`src/rtl/dtcm_arbiter_if.sv`:
```
// ---------------------------------------------------------------------------
// dtcm_arbiter_if
//   One DTCM-style command/response channel. It is used for the two requester
//   ports (LSU and external/debug master) and for the downstream DTCM port.
//
//   Command : cmd_valid/cmd_ready handshake with the payload cmd_read,
//             cmd_addr, cmd_wdata and cmd_wmask.
//   Response: rsp_valid/rsp_ready handshake with rsp_rdata.
//
//   modport master : the side that issues commands and consumes responses
//   modport slave  : the side that accepts commands and returns responses
// ---------------------------------------------------------------------------
`ifndef DTCM_ADDR_WIDTH
`define DTCM_ADDR_WIDTH 16
`endif
`ifndef XLEN
`define XLEN 32
`endif

interface dtcm_arbiter_if #(
  parameter int AW = `DTCM_ADDR_WIDTH,
  parameter int DW = `XLEN
);
  logic              cmd_valid;
  logic              cmd_ready;
  logic              cmd_read;
  logic [AW-1:0]     cmd_addr;
  logic [DW-1:0]     cmd_wdata;
  logic [DW/8-1:0]   cmd_wmask;

  logic              rsp_valid;
  logic              rsp_ready;
  logic [DW-1:0]     rsp_rdata;

  modport master (
    output cmd_valid, cmd_read, cmd_addr, cmd_wdata, cmd_wmask, rsp_ready,
    input  cmd_ready, rsp_valid, rsp_rdata
  );

  modport slave (
    input  cmd_valid, cmd_read, cmd_addr, cmd_wdata, cmd_wmask, rsp_ready,
    output cmd_ready, rsp_valid, rsp_rdata
  );
endinterface

```
`src/rtl/dtcm_arbiter.sv`:
```
// ---------------------------------------------------------------------------
// dtcm_arbiter
//   Shares the single-port DTCM between the LSU control path and an
//   external/debug bus master. At most one command is forwarded per cycle.
//   Exactly one transaction is tracked while it is outstanding, and the DTCM
//   response is returned to whichever requester issued that transaction.
//   LSU wins by default. A starvation counter makes sure that a waiting
//   external master is granted after STARVE_MAX consecutive LSU grants.
//
//   Ports
//     clk   : clock
//     rst_n : asynchronous active-low reset
//     lsu   : LSU requester port (slave modport)
//     ext   : external/debug requester port (slave modport)
//     dtcm  : downstream DTCM port (master modport); the DTCM returns the
//             response one cycle after the command
//
//   Parameters
//     AW         : command address width
//     DW         : data width; the write mask is DW/8 bits wide
//     STARVE_MAX : consecutive LSU grants allowed while ext waits (1..15)
// ---------------------------------------------------------------------------
`ifndef DTCM_ADDR_WIDTH
`define DTCM_ADDR_WIDTH 16
`endif
`ifndef XLEN
`define XLEN 32
`endif

module dtcm_arbiter #(
  parameter int AW         = `DTCM_ADDR_WIDTH,
  parameter int DW         = `XLEN,
  parameter int STARVE_MAX = 4
) (
  input  logic           clk,
  input  logic           rst_n,
  dtcm_arbiter_if.slave  lsu,
  dtcm_arbiter_if.slave  ext,
  dtcm_arbiter_if.master dtcm
);

  typedef enum logic {
    OWNER_LSU = 1'b0,
    OWNER_EXT = 1'b1
  } owner_e;

  localparam logic [3:0] STARVE_LIMIT = 4'(STARVE_MAX);

  // State
  logic       pend_q,       pend_d;
  owner_e     owner_q,      owner_d;
  logic [3:0] starve_cnt_q, starve_cnt_d;

  // Combinational internals
  logic            rsp_ready;
  logic            rsp_fire;
  logic            can_issue;
  logic            sel_ext;
  logic            cmd_fire;
  logic            sel_valid;
  logic            sel_read;
  logic [AW-1:0]   sel_addr;
  logic [DW-1:0]   sel_wdata;
  logic [DW/8-1:0] sel_wmask;
  logic            lsu_rsp_valid;
  logic            ext_rsp_valid;

  // Response side. While no transaction is outstanding the DTCM is always
  // allowed to hand over a response, so that a stray response is absorbed
  // instead of blocking the port.
  always_comb begin
    rsp_ready = 1'b1;
    if (pend_q) begin
      rsp_ready = (owner_q == OWNER_EXT) ? ext.rsp_ready : lsu.rsp_ready;
    end
    rsp_fire      = dtcm.rsp_valid & rsp_ready;
    lsu_rsp_valid = dtcm.rsp_valid & pend_q & (owner_q == OWNER_LSU);
    ext_rsp_valid = dtcm.rsp_valid & pend_q & (owner_q == OWNER_EXT);
  end

  // Grant and command mux. A new command may go out in the same cycle in
  // which the outstanding response completes, which sustains one command
  // per cycle. The grant is recomputed every cycle and may move to LSU while
  // ext is stalled, so the DTCM must not assume the payload stays stable
  // while it holds cmd_ready low.
  always_comb begin
    can_issue = ~pend_q | rsp_fire;
    sel_ext   = ext.cmd_valid & (~lsu.cmd_valid | (starve_cnt_q == STARVE_LIMIT));

    sel_valid = lsu.cmd_valid;
    sel_read  = lsu.cmd_read;
    sel_addr  = lsu.cmd_addr;
    sel_wdata = lsu.cmd_wdata;
    sel_wmask = lsu.cmd_wmask;
    if (sel_ext) begin
      sel_valid = ext.cmd_valid;
      sel_read  = ext.cmd_read;
      sel_addr  = ext.cmd_addr;
      sel_wdata = ext.cmd_wdata;
      sel_wmask = ext.cmd_wmask;
    end

    cmd_fire = can_issue & sel_valid & dtcm.cmd_ready;
  end

  // Next-state logic. When a response completes and a new command fires in
  // the same cycle, the new command takes precedence and pend stays set.
  // The starvation counter only counts LSU grants that were taken while
  // ext was actually waiting. It is cleared whenever ext is granted, or
  // whenever ext is not requesting.
  always_comb begin
    pend_d       = pend_q;
    owner_d      = owner_q;
    starve_cnt_d = starve_cnt_q;

    if (cmd_fire) begin
      pend_d  = 1'b1;
      owner_d = sel_ext ? OWNER_EXT : OWNER_LSU;
    end else if (rsp_fire) begin
      pend_d  = 1'b0;
    end

    if (cmd_fire & sel_ext) begin
      starve_cnt_d = 4'd0;
    end else if (~ext.cmd_valid) begin
      starve_cnt_d = 4'd0;
    end else if (cmd_fire) begin
      if (starve_cnt_q < STARVE_LIMIT) begin
        starve_cnt_d = starve_cnt_q + 4'd1;
      end
    end
  end

  always_ff @(posedge clk or negedge rst_n) begin
    if (!rst_n) begin
      pend_q       <= 1'b0;
      owner_q      <= OWNER_LSU;
      starve_cnt_q <= 4'd0;
    end else begin
      pend_q       <= pend_d;
      owner_q      <= owner_d;
      starve_cnt_q <= starve_cnt_d;
    end
  end

  // DTCM command port
  assign dtcm.cmd_valid = can_issue & sel_valid;
  assign dtcm.cmd_read  = sel_read;
  assign dtcm.cmd_addr  = sel_addr;
  assign dtcm.cmd_wdata = sel_wdata;
  assign dtcm.cmd_wmask = sel_wmask;
  assign dtcm.rsp_ready = rsp_ready;

  // Requester command ready: only the selected port ever sees ready
  assign lsu.cmd_ready = dtcm.cmd_ready & can_issue & ~sel_ext;
  assign ext.cmd_ready = dtcm.cmd_ready & can_issue & sel_ext;

  // Requester responses. Read data is shared by both ports but forced to
  // zero on the port that does not own the response.
  assign lsu.rsp_valid = lsu_rsp_valid;
  assign ext.rsp_valid = ext_rsp_valid;
  assign lsu.rsp_rdata = lsu_rsp_valid ? dtcm.rsp_rdata : '0;
  assign ext.rsp_rdata = ext_rsp_valid ? dtcm.rsp_rdata : '0;

endmodule

```
`src/flat_wrapper.sv`:
```
// flat-port wrapper written by rule: the top's interface ports become plain ports
module dtcm_arbiter_flat 
#(
  parameter int AW         = `DTCM_ADDR_WIDTH,
  parameter int DW         = `XLEN,
  parameter int STARVE_MAX = 4
)
  (clk, rst_n, lsu_cmd_valid, lsu_cmd_read, lsu_cmd_addr, lsu_cmd_wdata, lsu_cmd_wmask, lsu_rsp_ready, lsu_cmd_ready, lsu_rsp_valid, lsu_rsp_rdata, ext_cmd_valid, ext_cmd_read, ext_cmd_addr, ext_cmd_wdata, ext_cmd_wmask, ext_rsp_ready, ext_cmd_ready, ext_rsp_valid, ext_rsp_rdata, dtcm_cmd_valid, dtcm_cmd_read, dtcm_cmd_addr, dtcm_cmd_wdata, dtcm_cmd_wmask, dtcm_rsp_ready, dtcm_cmd_ready, dtcm_rsp_valid, dtcm_rsp_rdata);
  dtcm_arbiter_if #(.AW(AW), .DW(DW)) lsu_i ();
  dtcm_arbiter_if #(.AW(AW), .DW(DW)) ext_i ();
  dtcm_arbiter_if #(.AW(AW), .DW(DW)) dtcm_i ();
  input  logic clk;
  input  logic rst_n;
  input wire logic [$bits(lsu_i.cmd_valid)-1:0] lsu_cmd_valid;
  input wire logic [$bits(lsu_i.cmd_read)-1:0] lsu_cmd_read;
  input wire logic [$bits(lsu_i.cmd_addr)-1:0] lsu_cmd_addr;
  input wire logic [$bits(lsu_i.cmd_wdata)-1:0] lsu_cmd_wdata;
  input wire logic [$bits(lsu_i.cmd_wmask)-1:0] lsu_cmd_wmask;
  input wire logic [$bits(lsu_i.rsp_ready)-1:0] lsu_rsp_ready;
  output wire logic [$bits(lsu_i.cmd_ready)-1:0] lsu_cmd_ready;
  output wire logic [$bits(lsu_i.rsp_valid)-1:0] lsu_rsp_valid;
  output wire logic [$bits(lsu_i.rsp_rdata)-1:0] lsu_rsp_rdata;
  input wire logic [$bits(ext_i.cmd_valid)-1:0] ext_cmd_valid;
  input wire logic [$bits(ext_i.cmd_read)-1:0] ext_cmd_read;
  input wire logic [$bits(ext_i.cmd_addr)-1:0] ext_cmd_addr;
  input wire logic [$bits(ext_i.cmd_wdata)-1:0] ext_cmd_wdata;
  input wire logic [$bits(ext_i.cmd_wmask)-1:0] ext_cmd_wmask;
  input wire logic [$bits(ext_i.rsp_ready)-1:0] ext_rsp_ready;
  output wire logic [$bits(ext_i.cmd_ready)-1:0] ext_cmd_ready;
  output wire logic [$bits(ext_i.rsp_valid)-1:0] ext_rsp_valid;
  output wire logic [$bits(ext_i.rsp_rdata)-1:0] ext_rsp_rdata;
  output wire logic [$bits(dtcm_i.cmd_valid)-1:0] dtcm_cmd_valid;
  output wire logic [$bits(dtcm_i.cmd_read)-1:0] dtcm_cmd_read;
  output wire logic [$bits(dtcm_i.cmd_addr)-1:0] dtcm_cmd_addr;
  output wire logic [$bits(dtcm_i.cmd_wdata)-1:0] dtcm_cmd_wdata;
  output wire logic [$bits(dtcm_i.cmd_wmask)-1:0] dtcm_cmd_wmask;
  output wire logic [$bits(dtcm_i.rsp_ready)-1:0] dtcm_rsp_ready;
  input wire logic [$bits(dtcm_i.cmd_ready)-1:0] dtcm_cmd_ready;
  input wire logic [$bits(dtcm_i.rsp_valid)-1:0] dtcm_rsp_valid;
  input wire logic [$bits(dtcm_i.rsp_rdata)-1:0] dtcm_rsp_rdata;
  assign lsu_i.cmd_valid = lsu_cmd_valid;
  assign lsu_i.cmd_read = lsu_cmd_read;
  assign lsu_i.cmd_addr = lsu_cmd_addr;
  assign lsu_i.cmd_wdata = lsu_cmd_wdata;
  assign lsu_i.cmd_wmask = lsu_cmd_wmask;
  assign lsu_i.rsp_ready = lsu_rsp_ready;
  assign lsu_cmd_ready = lsu_i.cmd_ready;
  assign lsu_rsp_valid = lsu_i.rsp_valid;
  assign lsu_rsp_rdata = lsu_i.rsp_rdata;
  assign ext_i.cmd_valid = ext_cmd_valid;
  assign ext_i.cmd_read = ext_cmd_read;
  assign ext_i.cmd_addr = ext_cmd_addr;
  assign ext_i.cmd_wdata = ext_cmd_wdata;
  assign ext_i.cmd_wmask = ext_cmd_wmask;
  assign ext_i.rsp_ready = ext_rsp_ready;
  assign ext_cmd_ready = ext_i.cmd_ready;
  assign ext_rsp_valid = ext_i.rsp_valid;
  assign ext_rsp_rdata = ext_i.rsp_rdata;
  assign dtcm_cmd_valid = dtcm_i.cmd_valid;
  assign dtcm_cmd_read = dtcm_i.cmd_read;
  assign dtcm_cmd_addr = dtcm_i.cmd_addr;
  assign dtcm_cmd_wdata = dtcm_i.cmd_wdata;
  assign dtcm_cmd_wmask = dtcm_i.cmd_wmask;
  assign dtcm_rsp_ready = dtcm_i.rsp_ready;
  assign dtcm_i.cmd_ready = dtcm_cmd_ready;
  assign dtcm_i.rsp_valid = dtcm_rsp_valid;
  assign dtcm_i.rsp_rdata = dtcm_rsp_rdata;
  dtcm_arbiter #(.AW(AW), .DW(DW), .STARVE_MAX(STARVE_MAX)) u_core (.clk(clk), .rst_n(rst_n), .lsu(lsu_i), .ext(ext_i), .dtcm(dtcm_i));
endmodule
```
`config.mk`:
```
export PLATFORM = sky130hd
export DESIGN_NAME = dtcm_arbiter_flat
export DESIGN_NICKNAME = d
export VERILOG_FILES = /design/src/rtl/dtcm_arbiter_if.sv /design/src/rtl/dtcm_arbiter.sv /design/src/flat_wrapper.sv
export SDC_FILE = /design/constraint.sdc
export NUM_CORES = 1
export LEC_CHECK = 0
export CORE_MARGIN = 10
export CORE_UTILIZATION = 21
export DETAILED_ROUTE_END_ITERATION = 8
export PLACE_DENSITY = 0.91
export SLEW_MARGIN = 20
export SYNTH_ARGS = -nofsm -noshare
export SYNTH_HDL_FRONTEND = slang
export SYNTH_SLANG_ARGS = --single-unit
```
`constraint.sdc`:
```
create_clock -name clk -period 2.15 [get_ports clk]
set_clock_uncertainty 0.05 [all_clocks]
set_input_delay 0.43 -clock clk [delete_from_list [all_inputs] [get_ports clk]]
set_output_delay 0.43 -clock clk [all_outputs]
set_load 0.05 [all_outputs]
```
==> flow_metrics.tcl <==
set metrics [dict create \
    status "finished, violations left" \
    violations "setup timing" \
    yosysWarnings 0 \
    fp.dieH_um 105 \
    synth-edff-count 0 \
    htree_levels 1 \
    numPortBuffers 268 \
    firstDrtPassIters 4 \
    clock_path_buffers 2 \
    syn_avg_cell_area_sq_um 8.67 \
    dieArea_sq_um 11000 \
    maxCapViolCount 0 \
    io_pins 269 \
    cts_tree "built" \
    ctsRootBufferMaster "clkbuf_8" \
    grt_pass1_wl_mm 21.7 \
    cp-startpoint "u_core.starve_cnt_q[1]" \
    drive_gt1_share_pct 49.0 \
    die_width_um 105 \
    numCtsBuffers 3 \
    critical_path.endpoint_type "primary output" \
    ys_seq_elements 6 \
    start_util_pct 21.8 \
    ctsHoldBuffers 0 \
    drc 0 \
    ir_worst_vdd_uv 336 \
    hold_violations 0 \
    grt_pass1_vias 3040 \
    fillerInstances 344 \
    dp_hpwl_mm 10.8 \
    clk_pin_slew_worst_paths_ns 0.04 \
    drt_iter0_drc 127 \
    critPathLaunchType "flip-flop" \
    rows 30 \
    synthCells 174 \
    grt_max_degree 34 \
    place_area_sq_um 4910 \
    final_cell_area_sq_um 5640 \
    wl_mm 15.7 \
    rsz0062_at_grt "yes" \
    path_class "flip-flop to primary output" \
    cp_data_required_time_ns 1.67 \
    tightest_slew_ns 0.403 \
    setup_slack_ns -0.510 \
    worstPathArrival_ns 2.18 \
    clock_latency_ns 0.22 \
    max-slew-margin-rel_pct 72.9 \
    via_per_inst 4.76 \
    setup_viol 56 \
    synth_area_sq_um 1510 \
    holdWs_ns 0.392 \
    vias 2662 \
    slew_viol_final 0 \
    global_route.usage.total_pct 25.6 \
    ys.flop_type "dfrtp_1" \
    antennaDiodeCount 0 \
    place_congestion 0.801 \
    p_leak_uw 0.00250 \
    drt-wirelength-per-cell_um 28.1 \
    synthArstFlopShare_pct 100 \
    core_area_sq_um 6910 \
    layout_min_cycle_time_ns 2.66 \
    r2r_start "u_core.starve_cnt_q[1]" \
    hp-class "input pin to async pin" \
    synthToLayoutAreaGrowth_pct 274 \
    ys_types 28 \
    antenna_found_initial 0 \
    period_share_pct 124 \
    ant_nets 0 \
    cp_max_fo 6 \
    p_per_area_nw_per_um2 595 \
    grt_overflow 0 \
    clock.fmax_mhz 376 \
    syn_nets 322 \
    cts.sinks 6 \
    final_net_count 613 \
    dp_worst_setup_slack_ns -0.424 \
    ys_seq_area_share_pct 9.95 \
]
[power by group]
part	switching, uW	leakage (uW)	internal [uW]
Sequential	42.3	0.0000796	133
Combinational	1580	0.00240	1430
Clock	53.0	0.0000216	121
[cell usage in the layout, fill, tap and decap left out, types with 2 or more instances in the layout]
cell,netlist,layout
mux2i_1,2,2
nor2b_1,4,3
buf_16,0,3
and2_1,64,64
clkbuf_8,0,3
buf_4,3,23
nand2_1,6,6
inv_1,5,2
buf_8,0,25
dfrtp_1,6,6
buf_6,4,28
mux2_2,27,26
nand3_1,2,2
or2_2,2,2
buf_12,0,73
clkdlybuf4s50_1,0,143
mux2_4,1,28
clkbuf_16,0,2
inv_2,0,3
[logic make-up (layout without fill, tap and decap cells)]
logic type                 Yosys count  after routing  share of synthesized area (%)
AOI/OAI and AO/OA                    8              8                           5.89
adders and majority gates            2              2                           1.66
buffers and inverters               18            307                           7.21
DFF                                  6              6                           9.95
muxes                               56             56                           41.9
and+or+nand+nor                     84             84                           33.4
[what timing repair did]
item | 4_1_cts | 5_1_grt
buffers inserted | 11 | 7
endpoints found under the setup margin | 118 | 58
pin swaps | 2 | 2
gates resized for setup | 88 | 35
gates cloned | 5 | 2
[area by class of cell]
class                           count  area [sq um]  area share (%)
Timing Repair Buffer              299          3910            69.4
Multi-Input combinational cell    150          1400            24.8
Sequential cell                     6           150            2.66
Tap cell                           96           120            2.13
Clock buffer                        3          41.3           0.733
Inverter                            5          18.8           0.333
[worst paths after layout]
kind	cells after the start	to	slack, ns
max	9	dtcm_cmd_addr[9]	-0.51
min	1	u_core.pend_q	0.39
max reg2reg	11	u_core.starve_cnt_q[0]	0.07
min reg2reg	1	u_core.starve_cnt_q[3]	0.51
max in group asynchronous	1	u_core.starve_cnt_q[0]	1.45
min in group clk	1	u_core.starve_cnt_q[3]	0.51
[state kept, by name, summed over array words and instances, names as in the netlist]
name / flops
u_core.owner_q: 1
u_core.pend_q: 1
u_core.starve_cnt_q: 4
[metrics by stage]
stage / total power [uW] / setup TNS [ns] / utilization [%] / std cells
global route: 3450 / -27.35 / 81.6 / 559
CTS: 3240 / -18.93 / 79.5 / 555
floorplan: 1510 / -0.302 / - / 174
detailed placement: 2900 / -27.11 / 71.1 / 537
global placement: 2860 / -21.95 / 71.1 / 537
finish: 3350 / -25.19 / 81.6 / 559
[cells in the mapped netlist, drive strengths merged (2+ instances only)]
library cell | instances | area (sq um)
buf | 7 | 67.6
nor2b | 4 | 25.0
dfrtp | 6 | 150
clkbuf | 6 | 22.5
o21ai | 2 | 13.8
or2 | 2 | 12.5
inv | 5 | 18.8
mux2 | 54 | 612
nor2 | 3 | 13.8
ha | 2 | 25.0
nand3 | 2 | 10.0
nand2 | 6 | 22.5
and2 | 64 | 400
mux2i | 2 | 20.0
[routing by layer]
metal | track usage, % | wire [um]
met2 | 50.1 | 8460
met5 | 0 | 0
met4 | 6.08 | 581
met3 | 8.60 | 1420
met1 | 24.9 | 5250
[worst max-delay path, cell delays in order (launching register included)]
cell and delay, ns:
dfrtp_1 0.38, inv_2 0.07, ha_4 0.16, and3b_2 0.23
o21ai_4 0.24, buf_6 0.16, buf_12 0.10, buf_12 0.13
mux2_4 0.33, buf_8 0.16
No activity file was read; power rests on OpenSTA's default activity.
